--- src/rtl/stage2_window_gen_pkg.sv ---
// Shared sizes and types for the stage-2 5x5 sliding-window generator.
package stage2_window_gen_pkg;

  localparam int unsigned KX           = 5;
  localparam int unsigned KY           = 5;
  localparam int unsigned ST2_Conv_IBW = 20;
  localparam int unsigned ST2_IW       = 12;
  localparam int unsigned ST2_IH       = 12;
  localparam int unsigned WIN_W        = KX * KY * ST2_Conv_IBW;

  typedef logic [ST2_Conv_IBW-1:0] pix_t;

endpackage

--- src/rtl/stage2_line_buffer.sv ---
// Enabled shift delay line: dout is the sample written DEPTH enabled cycles earlier.
module stage2_line_buffer #(
  parameter int unsigned DEPTH = 12,
  parameter int unsigned WIDTH = 20
) (
  input  logic             clk,
  input  logic             en,
  input  logic [WIDTH-1:0] din,
  output logic [WIDTH-1:0] dout
);

  logic [WIDTH-1:0] mem [DEPTH];

  // Data path deliberately unreset; contents are rewritten before use.
  always_ff @(posedge clk) begin
    if (en) begin
      mem[0] <= din;
      for (int i = 1; i < int'(DEPTH); i++) begin
        mem[i] <= mem[i-1];
      end
    end
  end

  assign dout = mem[DEPTH-1];

endmodule

--- src/rtl/stage2_window_gen.sv ---
// Streaming 5x5 window generator for the stage-2 CNN kernels.
// Optional debug ports enabled by defining STAGE2_WIN_DBG_EN.
module stage2_window_gen
  import stage2_window_gen_pkg::*;
#(
  parameter int unsigned IW = ST2_IW,
  parameter int unsigned IH = ST2_IH
) (
  input  logic                    clk,
  input  logic                    reset_n,
  input  logic                    i_in_valid,
  input  logic [ST2_Conv_IBW-1:0] i_in_pixel,
  output logic                    o_ot_valid,
  output logic [WIN_W-1:0]        o_ot_fmap,
  output logic                    o_frame_done
`ifdef STAGE2_WIN_DBG_EN
  ,
  output logic [$clog2(IH)-1:0]   o_dbg_row,
  output logic [$clog2(IW)-1:0]   o_dbg_col,
  output logic                    o_dbg_err
`endif
);

  localparam int unsigned CW = $clog2(IW);
  localparam int unsigned RW = $clog2(IH);

  logic [CW-1:0] col;
  logic [RW-1:0] row;
  pix_t          win    [KY][KX];
  pix_t          lb_tap [KY];
  logic          win_done_c;
  logic          last_c;

  assign win_done_c = (row >= RW'(KY - 1)) && (col >= CW'(KX - 1));
  assign last_c     = (row == RW'(IH - 1)) && (col == CW'(IW - 1));

  // Tap k is the pixel k rows above the current position.
  assign lb_tap[0] = i_in_pixel;

  for (genvar k = 1; k < int'(KY); k++) begin : g_line
    stage2_line_buffer #(
      .DEPTH (IW),
      .WIDTH (ST2_Conv_IBW)
    ) u_line (
      .clk  (clk),
      .en   (i_in_valid),
      .din  (lb_tap[k-1]),
      .dout (lb_tap[k])
    );
  end

  for (genvar y = 0; y < int'(KY); y++) begin : g_pack_y
    for (genvar x = 0; x < int'(KX); x++) begin : g_pack_x
      assign o_ot_fmap[(y*KX+x)*ST2_Conv_IBW +: ST2_Conv_IBW] = win[y][x];
    end
  end

  // Position counters, window shift register and output strobes.
  always_ff @(posedge clk) begin
    if (!reset_n) begin
      row          <= '0;
      col          <= '0;
      o_ot_valid   <= 1'b0;
      o_frame_done <= 1'b0;
      for (int y = 0; y < int'(KY); y++) begin
        for (int x = 0; x < int'(KX); x++) begin
          win[y][x] <= '0;
        end
      end
    end else begin
      o_ot_valid   <= i_in_valid && win_done_c;
      o_frame_done <= i_in_valid && last_c;
      if (i_in_valid) begin
        for (int y = 0; y < int'(KY); y++) begin
          for (int x = 0; x < int'(KX) - 1; x++) begin
            win[y][x] <= win[y][x+1];
          end
          win[y][KX-1] <= lb_tap[int'(KY) - 1 - y];
        end
        if (col == CW'(IW - 1)) begin
          col <= '0;
          row <= (row == RW'(IH - 1)) ? '0 : row + RW'(1);
        end else begin
          col <= col + CW'(1);
        end
      end
    end
  end

`ifdef STAGE2_WIN_DBG_EN
  // Output position of the window being flagged.
  always_ff @(posedge clk) begin
    if (!reset_n) begin
      o_dbg_row <= '0;
      o_dbg_col <= '0;
    end else if (i_in_valid && win_done_c) begin
      o_dbg_row <= row - RW'(KY - 1);
      o_dbg_col <= col - CW'(KX - 1);
    end
  end

`ifdef SYNTHESIS
  assign o_dbg_err = 1'b0;
`else
  always_ff @(posedge clk) begin
    if (!reset_n) begin
      o_dbg_err <= 1'b0;
    end else if (i_in_valid && $isunknown(i_in_pixel)) begin
      o_dbg_err <= 1'b1;
    end
  end
`endif
`endif

endmodule

--- config.mk ---
export PLATFORM = sky130hd
export DESIGN_NAME = stage2_window_gen
export DESIGN_NICKNAME = d
export VERILOG_FILES = /design/src/rtl/stage2_window_gen_pkg.sv /design/src/rtl/stage2_line_buffer.sv /design/src/rtl/stage2_window_gen.sv
export SDC_FILE = /design/constraint.sdc
export NUM_CORES = 1
export LEC_CHECK = 0
export ABC_AREA = 1
export CORE_ASPECT_RATIO = 1.5
export CORE_MARGIN = 1.5
export CORE_UTILIZATION = 50
export DETAILED_ROUTE_END_ITERATION = 10
export HOLD_SLACK_MARGIN = 0.02
export PLACE_DENSITY = 0.71
export SYNTH_ARGS = -nofsm -noshare
export SYNTH_HDL_FRONTEND = slang
export SYNTH_SLANG_ARGS = --single-unit
--- constraint.sdc ---
create_clock -name clk -period 41.3 [get_ports clk]
set_input_delay 8.26 -clock clk [delete_from_list [all_inputs] [get_ports clk]]
set_output_delay 8.26 -clock clk [all_outputs]
set_load 0.05 [all_outputs]
==> metrics.cfg, run 1 <==
[logic_synthesis]
yosys_warnings = 0
netlist.area_leader.share_pct = 82.9
syn_inst = 2584
synth.area.top_cells = edfxtp_1 83%, nor2_4 10%, inv_1 3.6%
synth_fp_nets = 2609
syn_area_um2 = 52900
yosysSeqAreaShare_pct = 83.3
synth_cell_types = 17
syn_avg_cell_area_um2 = 20.5
ys_ff_latch = 1470
yosys.area.top_type = edfxtp_1

[sta]
setup_tns_ns = 0
hold_viol_final = 0
period_minus_slack_ns = 12.52
fmax_mhz = 79.9
finalClockSkew_ns = 0.0313
setup_ws_ns = 28.78
rsz0062_at_grt = no
period_share_pct = 30.3
setup_viol = 0
max_slew_margin_pct = 21.6
worstMarginPinSlew_ns = 1.18
slew_violations = 0

[flow_run]
maxCapViolCount = 0

[die]
die_w_um = 269
die_y_um = 401
pin_count = 525
start_util_pct = 50.6
dieArea_um2 = 108000
core_um2 = 105000
rows = 145

[critical_path]
rrSetupSlack_ns = 40.03
rr_worst_depth = 7
r2r_end = row[2]
criticalPathCategory = primary input to register
cp_data_required_time_ns = 41.76
crit_arrival_ns = 12.97
worstPathMaxFanout = 53
timing.rr.start = col[1]
endpoint_kind = register
worstSetupStartpointType = primary input

[clock_network]
clkLatencyLatePin_ns = 0.73
cts_tree = done
ctsRootBufferMaster = clkbuf_16
postCtsSetupBuffers = 0
hold_buffers = 0
post_cts_resized = 0
clock_sinks = 1470
cts_buffer_depth = 3
path_clk_slew_ns = 0.06
htreeDepth = 4
cts_buffers = 135

[finish]
area_growth_pct = 19.8
fillers = 7665
drive_above_1_share_pct = 21.3
nNetsFinal = 3241
antenna_cells = 0

[route]
vias = 21700
ant_nets = 0
avgViaCountPerCell = 4.60
firstDrtPassIters = 5
drc = 0
drt_first_iter_violations = 1737
drt_wl_total_um = 82800
wl_per_cell_um = 17.6

[grt]
grt_usage_pct = 15.6
grt_max_degree = 197
grt_pass1_vias = 21800
grt_pass1_wl_um = 128000
grt_remaining_overflow = 0
antenna_found_initial = 0

[power_and_ir_drop]
power.density_nw_per_um2 = 51.6
p_leak_nw = 21.8
ir_drop_mv = 0.0376

[placement]
io_buffers = 524
dp_slack_ns = 27.99
gp_congestion = 0.756
dp_hpwl_um = 50700

[min_path]
min-delay-start = g_line[3].u_line.mem[2][51]
hold_path_end = g_line[3].u_line.mem[2][71]
hp-class = register to register
hold_depth = 0

[run_status]
outcome = completed

-- layout make-up --
type / count / area (um2) / area share [%]
Timing Repair Buffer: 552 / 5500 / 8.68
Sequential cell: 1470 / 44000 / 69.5
Inverter: 508 / 1910 / 3.01
Tap cell: 1396 / 1750 / 2.76
Clock inverter: 77 / 719 / 1.14
Clock buffer: 164 / 3610 / 5.70
Multi-Input combinational cell: 549 / 5820 / 9.19
-- report_power, final --
part           internal (W)  total [W]  switching, W
clock network      0.000699    0.00122      0.000525
logic             0.0000693   0.000272      0.000202
registers           0.00174    0.00177     0.0000334
total               0.00251    0.00327      0.000761
-- worst max-delay path by stage --
stage,to,cells after the start,start
CTS,win[0][16],7,reset_n
detailed placement,win[0][16],7,reset_n
floorplan,win[0][0],3,i_in_valid
global route,win[0][94],7,reset_n
finish,win[0][16],7,reset_n
global placement,win[0][74],7,reset_n
-- cells by family after synthesis --
| logic type | count (synthesis) | share of synthesized area [%] |
|---|---|---|
| flops | 1470 | 83.3 |
| buf+inv | 565 | 5.70 |
| simple gates | 541 | 10.9 |
| compound gates | 6 | 0.0568 |
| fa+ha+maj | 2 | 0.0473 |
-- worst max-delay path, stage by stage --
cell and delay [ns]:
clkdlybuf4s50_1 0.67, nand2_8 0.76, buf_4 0.79, buf_4 0.77, buf_4 0.78, buf_4 0.77
nor2_4 0.02
-- cell usage after synthesis, drive strengths merged --
cell	number
o21ai	3
ha	2
inv	508
nor2	512
nand3	7
nand2	19
a21oi	3
nand4	2
dfxtp	10
nor3b	1
edfxtp	1460
buf	57
-- through the flow --
| stage | area [um2] | std cells | total power [W] | utilization, % | hold WS (ns) |
|---|---|---|---|---|---|
| 6_report | 63300 | 4716 | 0.00327 | 60.6 | 0.400 |
| 5_1_grt | 63300 | 4716 | 0.00339 | 60.6 | 0.406 |
| 4_1_cts | 63300 | 4716 | 0.00332 | 60.6 | 0.399 |
| 3_5_place_dp | 59000 | 4475 | 0.00208 | 56.5 | 0.405 |
| 3_3_place_gp | 59000 | 4475 | 0.00207 | 56.5 | 0.400 |
| 2_1_floorplan | 52900 | 2584 | 0.00199 | - | 0.400 |
-- state kept, by name, summed over array words and instances (netlist names) --
signal / cells
col: 4
win: 500
g_line.u_line.mem: 960
o_ot_valid: 1
o_frame_done: 1
row: 4
-- placed cells by master (no fill, tap or decap) --
cell | Yosys | final
inv_1 | 508 | 508
clkbuf_1 | 0 | 22
ha_1 | 2 | 2
dfxtp_1 | 10 | 10
nand2_1 | 17 | 16
clkdlybuf4s50_1 | 0 | 523
nand3_1 | 7 | 7
clkinv_1 | 0 | 34
clkinvlp_4 | 0 | 2
edfxtp_1 | 1460 | 1460
o21ai_0 | 3 | 3
buf_12 | 54 | 3
inv_16 | 0 | 1
clkbuf_8 | 0 | 2
nor2_4 | 491 | 491
nor3b_1 | 1 | 1
clkinv_2 | 0 | 19
clkinv_8 | 0 | 3
clkbuf_16 | 0 | 140
buf_4 | 0 | 25
inv_6 | 0 | 5
clkinv_4 | 0 | 1
a21oi_1 | 3 | 3
nand4_1 | 2 | 2
nand2_4 | 1 | 2
nand2_8 | 1 | 1
bufinv_16 | 0 | 12
nor2_1 | 21 | 21
buf_8 | 0 | 1
-- metal layers --
metal	vias to the layer above	GRT usage, %	share of wire, %
met2	668	23.7	47
met1	10800	20.8	42
met5	-	0	0
li1	10100	-	-
met4	0	5.14	2.4
met3	132	5.64	8.9
Power figures use the tool's default switching activity.
==> inputs of run 2 (changes only) <==
--- a/config.mk
+++ b/config.mk
@@ -11,7 +11,7 @@
 export CORE_UTILIZATION = 50
 export DETAILED_ROUTE_END_ITERATION = 10
 export HOLD_SLACK_MARGIN = 0.02
-export PLACE_DENSITY = 0.71
+export PLACE_DENSITY = 0.74
 export SYNTH_ARGS = -nofsm -noshare
 export SYNTH_HDL_FRONTEND = slang
 export SYNTH_SLANG_ARGS = --single-unit
==> constraint.sdc (replaced) <==
create_clock -name clk -period 11.4 [get_ports clk]
set_input_delay 2.28 -clock clk [delete_from_list [all_inputs] [get_ports clk]]
set_output_delay 2.28 -clock clk [all_outputs]
set_load 0.05 [all_outputs]
==> run 2 against run 1 <==
  * Wire length grew 0.33%
  * Via count down 0.20%
  * Final area fell by 0.10%
  * First-iteration DRC count fell by 12%
  * Flip-flop and latch count did not move
  * Largest power group unchanged
  * Clock power rose to 3.6 times the previous value
  * Non-clock buffer count increased by 1
==> metrics.cfg, run 2 (same netlist as run 1, synthesis figures left out) <==
[clock_network]
htreeDepth = 4  ; unchanged
post_cts_resized = 0  ; unchanged
clock_sinks = 1470  ; unchanged
clkLatencyLatePin_ns = 0.72  ; was 0.73 ns
cts_buffer_depth = 3  ; unchanged
cts_buffers = 135  ; unchanged
hold_buffers = 0  ; unchanged
ctsRootBufferMaster = clkbuf_16  ; unchanged
postCtsSetupBuffers = 0  ; unchanged
cts_tree = done  ; unchanged
path_clk_slew_ns = 0.06  ; about the same

[min_path]
hold_path_end = g_line[4].u_line.mem[1][22]  ; was g_line[3].u_line.mem[2][71]
hold_depth = 0  ; unchanged
min-delay-start = g_line[4].u_line.mem[1][2]  ; was g_line[3].u_line.mem[2][51]
hp-class = register to register  ; unchanged

[critical_path]
worstSetupStartpointType = primary input  ; unchanged
endpoint_kind = register  ; unchanged
rr_worst_depth = 7  ; unchanged
criticalPathCategory = primary input to register  ; unchanged
timing.rr.start = col[0]  ; was col[1]
crit_top_cell = buf_4  ; unchanged
critPathSlowestCell = buf_4  ; unchanged
crit_arrival_ns = 5.69  ; was 12.97 ns
path_cells = buf_8, buf_4, buf_4, buf_4  ; was clkdlybuf4s50_1, nand2_8, buf_4, buf_4, buf_4, buf_4, nor2_4
worstPathMaxFanout = 128  ; was 53
rrSetupSlack_ns = 10.10  ; was 40.03 ns
slowest_delay_ns = 0.89  ; was 0.79 ns
r2r_end = row[3]  ; was row[2]
cp_data_required_time_ns = 11.73  ; was 41.76 ns

[power_and_ir_drop]
ir_drop_mv = 0.126  ; was 0.0376 mV
p_leak_nw = 21.8  ; about the same
power.density_nw_per_um2 = 186  ; was 51.6 nW/um2

[finish]
multi_input_area_um2 = 5830  ; was 5820 um2
nNetsFinal = 3242  ; was 3241
antenna_cells = 0  ; unchanged
layout_common_cells = 1460 x edfxtp_1, 523 x clkdlybuf4s50_1, 508 x inv_1  ; unchanged
drive_above_1_share_pct = 21.4  ; was 21.3%
final_common_cell = edfxtp_1  ; unchanged
register_area_um2 = 44000  ; unchanged
reg.largest.list = g_line.u_line.mem (960), win (500)  ; unchanged
largest_reg_flops = 960  ; unchanged
top_register = g_line.u_line.mem  ; unchanged
fillers = 7552  ; was 7665
final_util_pct = 60.6  ; about the same
area_growth_pct = 19.7  ; was 19.8%

[sta]
period_share_pct = 47.0
setup_viol = 0  ; unchanged
finalClockSkew_ns = 0.0203  ; was 0.0313 ns
worstMarginPinSlew_ns = 1.33  ; was 1.18 ns
period_minus_slack_ns = 5.35
max_slew_margin_pct = 11.4  ; was 21.6%
slew_violations = 0  ; unchanged
hold_viol_final = 0  ; unchanged
setup_tns_ns = 0  ; unchanged
fmax_mhz = 187
rsz0062_at_grt = no  ; unchanged

[placement]
dp_hpwl_um = 51600  ; was 50700 um
gp_congestion = 0.739  ; was 0.756
io_buffers = 524  ; unchanged

[route]
firstDrtPassIters = 5  ; unchanged
drt_first_iter_violations = 1522  ; was 1737
vias = 21600  ; was 21700
avgViaCountPerCell = 4.59  ; was 4.60
drt_wl_total_um = 83100  ; was 82800 um
wl_per_cell_um = 17.6  ; about the same
drc = 0  ; unchanged
ant_nets = 0  ; unchanged

[grt]
grt_max_degree = 190  ; was 197
met3_usage_pct = 5.68  ; was 5.64%
gr-usage-met2_pct = 23.5  ; was 23.7%
grt_remaining_overflow = 0  ; unchanged
grt_usage_pct = 15.5  ; was 15.6%
grt_pass1_wl_um = 127000  ; was 128000 um
grt_pass1_vias = 21600  ; was 21800
use_met1_pct = 20.8  ; about the same
gr-max-usage-layer = met2  ; unchanged
antenna_found_initial = 0  ; unchanged

[run_status]
outcome = completed  ; unchanged

[die]
die_y_um = 401  ; unchanged
core_um2 = 105000  ; unchanged
start_util_pct = 50.6  ; unchanged
rows = 145  ; unchanged
pin_count = 525  ; unchanged
die_w_um = 269  ; unchanged
dieArea_um2 = 108000  ; unchanged

[flow_run]
maxCapViolCount = 0  ; unchanged

## run 2: per-layer routing
metal / up-vias / part of all wire [%]
li1: 10100 / -
met1: 10700 / 42
met2: 666 / 46
met3: 132 / 9.0
met4: 0 / 2.2
met5: - / 0
## run 2: metrics by stage
| step | cells | setup WS (ns) | hold WS, ns | area, um2 | power [W] |
|---|---|---|---|---|---|
| 2_1_floorplan | 2584 | 2.39 | 0.400 | 52900 | 0.00719 |
| 3_3_place_gp | 4476 | 5.40 | 0.400 | 59000 | 0.00751 |
| 3_5_place_dp | 4476 | 5.30 | 0.405 | 59000 | 0.00753 |
| 4_1_cts | 4714 | 6.10 | 0.402 | 63300 | 0.0119 |
| 5_1_grt | 4714 | 5.78 | 0.412 | 63300 | 0.0122 |
| 6_report | 4714 | 6.05 | 0.404 | 63300 | 0.0118 |
## run 2: cell type report
class                           instances  area share (%)
Timing Repair Buffer                  553            8.72
Sequential cell                      1470            69.6
Multi-Input combinational cell        549            9.21
Clock buffer                          176            5.78
Tap cell                             1396            2.76
Clock inverter                         62           0.919
Inverter                              508            3.01
## run 2: critical path, delay by kind of cell
kind	cells	cell delay, ns
buf+inv	4	3.12
## run 2: where the power goes
group	internal, W	switching (W)	leakage (nW)
combinational	0.000251	0.000732	4.68
clock	0.00247	0.00189	2.07
sequential	0.00630	0.000125	15.0
## run 2: how the worst max path moves through the flow
stage	from	endpoint	cells after the start
floorplan	i_in_valid	win[0][0]	3
global placement	i_in_valid	win[0][279]	5
detailed placement	i_in_valid	g_line[4].u_line.mem[0][62]	4
CTS	i_in_valid	g_line[4].u_line.mem[1][2]	4
global route	i_in_valid	g_line[4].u_line.mem[1][2]	4
finish	i_in_valid	g_line[3].u_line.mem[2][45]	4
==> inputs of run 3 (changes only) <==
==> constraint.sdc (replaced) <==
create_clock -name clk -period 4.6 [get_ports clk]
set_input_delay 0.92 -clock clk [delete_from_list [all_inputs] [get_ports clk]]
set_output_delay 0.92 -clock clk [all_outputs]
set_load 0.05 [all_outputs]
==> run 3 against run 2 <==
  * Worst setup slack worse by 4.4 ns
  * Via count hardly changed
  * Total power grew to 2.5 times the previous value
  * Critical path type is now register to output pin
  * Largest power group unchanged
==> metrics.cfg, run 3 (same netlist as run 1, synthesis figures left out) <==
[critical_path]
crit_arrival_ns = 2.08  ; was 5.69 ns
cp_data_required_time_ns = 3.68  ; was 11.73 ns
criticalPathCategory = register to output pin  ; was primary input to register
crit_cells = 1  ; was 4
worstPathMaxFanout = 2  ; was 128
rr_worst_depth = 6  ; was 7
path_cells = clkdlybuf4s50_1  ; was buf_8, buf_4, buf_4, buf_4
worstSetupStartpointType = register  ; was primary input
endpoint_kind = output pin  ; was register
cp_top_family = buffers and inverters  ; unchanged
crit_buf_inv = 1  ; was 4
critPathSlowestCell = clkdlybuf4s50_1  ; was buf_4
slowest_delay_ns = 0.87  ; was 0.89 ns

[route]
avgViaCountPerCell = 4.57  ; was 4.59
vias = 21600  ; about the same
met3_length_um = 7730  ; was 7500 um
drt_wl_total_um = 83600  ; was 83100 um
met1_length_um = 34500  ; was 35100 um
ant_nets = 0  ; unchanged
drt_first_iter_violations = 1904  ; was 1522
firstDrtPassIters = 5  ; unchanged
wl_met2_um = 39700  ; was 38600 um
drc = 0  ; unchanged
highest_layer = met4  ; unchanged
wl_per_cell_um = 17.7  ; was 17.6 um

[clock_network]
postCtsSetupBuffers = 0  ; unchanged
post_cts_resized = 0  ; unchanged
path_clk_slew_ns = 0.06  ; about the same
cts_tree = done  ; unchanged
hold_buffers = 0  ; unchanged
cts_buffers = 133  ; was 135
cts_buffer_depth = 3  ; unchanged
ctsRootBufferMaster = clkbuf_16  ; unchanged
clkLatencyLatePin_ns = 0.73  ; was 0.72 ns
clock_sinks = 1470  ; unchanged
htreeDepth = 4  ; unchanged

[run_status]
outcome = completed  ; unchanged

[finish]
antenna_cells = 0  ; unchanged
reg.largest.list = g_line.u_line.mem (960), win (500)  ; unchanged
final_common_cell = edfxtp_1  ; unchanged
multi_input_area_um2 = 5830  ; unchanged
largest_reg_flops = 960  ; unchanged
top_register = g_line.u_line.mem  ; unchanged
layout_common_cells = 1460 x edfxtp_1, 523 x clkdlybuf4s50_1, 508 x inv_1  ; unchanged
drive_above_1_share_pct = 21.9  ; was 21.4%
nNetsFinal = 3258  ; was 3242
area_growth_pct = 20.5  ; was 19.7%
register_area_um2 = 44000  ; unchanged
fin_cells = 4727  ; was 4714
fillers = 7512  ; was 7552

[placement]
io_buffers = 524  ; unchanged
dp.cells = 4494  ; was 4476
dp_hpwl_um = 51900  ; was 51600 um
dp_slack_ns = 1.26  ; was 5.30 ns
gp_congestion = 0.751  ; was 0.739

[sta]
setup_viol = 0  ; unchanged
rsz0062_at_grt = no  ; unchanged
hold_viol_final = 0  ; unchanged
period_share_pct = 65.2
worstMarginPinSlew_ns = 1.02  ; was 1.33 ns
period_minus_slack_ns = 3.00
finalClockSkew_ns = 0.0255  ; was 0.0203 ns
max_slew_margin_pct = 31.7  ; was 11.4%
slew_violations = 0  ; unchanged
setup_ws_ns = 1.60  ; was 6.05 ns
fmax_mhz = 333
final.hold.worst_slack_ns = 0.397  ; was 0.404 ns
setup_tns_ns = 0  ; unchanged

[grt]
grt_max_degree = 191  ; was 190
grt_pass1_vias = 21900  ; was 21600
antenna_found_initial = 0  ; unchanged
grt_usage_pct = 15.6  ; was 15.5%
grt_pass1_wl_um = 128000  ; was 127000 um
grt_remaining_overflow = 0  ; unchanged

[die]
pin_count = 525  ; unchanged
start_util_pct = 50.6  ; unchanged
die_y_um = 401  ; unchanged
core_um2 = 105000  ; unchanged
die_w_um = 269  ; unchanged
dieArea_um2 = 108000  ; unchanged
rows = 145  ; unchanged

[flow_run]
maxCapViolCount = 0  ; unchanged

[power_and_ir_drop]
swShare_pct = 23.2  ; was 23.3%
power.switching_w = 0.00684  ; was 0.00274 W
p_int_w = 0.0226  ; was 0.00902 W
power.density_nw_per_um2 = 462  ; was 186 nW/um2
p_leak_nw = 22.0  ; was 21.8 nW
pwr-share-clk_pct = 37.6  ; was 37.1%
ir_drop_mv = 0.348  ; was 0.126 mV
pwr-share-comb_pct = 8.4  ; about the same
pwr-share-seq_pct = 54.0  ; was 54.6%

[min_path]
hp-class = register to register  ; unchanged
hold_depth = 0  ; unchanged

## run 3: cell types whose count changed in the layout (fill, tap and decap cells not counted), sizes merged
cell	previous run	this run
clkinv	40	47
inv	516	513
clkbuf	176	159
bufinv	9	16
buf	30	48
clkinvlp	5	6
## run 3: layout make-up
cell class	count	share of cell area, %
inverters	508	2.99
clock inverters	74	1.34
well taps	1396	2.74
multi-input cells	549	9.15
flip-flops and latches	1470	69.1
clock buffers	159	5.48
repair buffers	571	9.17
## run 3: through the flow
stage               utilization (%)  power (W)  area, um2
floorplan                         -     0.0178      52900
global placement               56.8     0.0186      59400
detailed placement             56.8     0.0187      59400
CTS                            61.0     0.0299      63700
global route                   61.0     0.0304      63700
finish                         61.0     0.0294      63700
## run 3: per-layer routing
| layer | global-route usage, % | up-vias |
|---|---|---|
| met5 | 0 | - |
| met4 | 4.61 | 0 |
| met3 | 5.86 | 127 |
| met2 | 24.2 | 696 |
| met1 | 20.6 | 10700 |
| li1 | - | 10100 |
## run 3: worst paths after layout
kind,end,slack [ns],from
setup / recovery,o_ot_fmap[334],1.60,win[0][374]
setup reg to reg,row[3],3.31,col[1]
hold / removal,g_line[2].u_line.mem[1][75],0.40,g_line[2].u_line.mem[1][55]
hold reg to reg,g_line[2].u_line.mem[1][75],0.40,g_line[2].u_line.mem[1][55]
## run 3: power groups by stage
stage	combinational, W	sequential, W	clock (W)
detailed placement	0.00250	0.0162	0
CTS	0.00251	0.0159	0.0114
global placement	0.00248	0.0162	0
floorplan	0.000687	0.0171	0
finish	0.00248	0.0159	0.0111
global route	0.00260	0.0160	0.0119
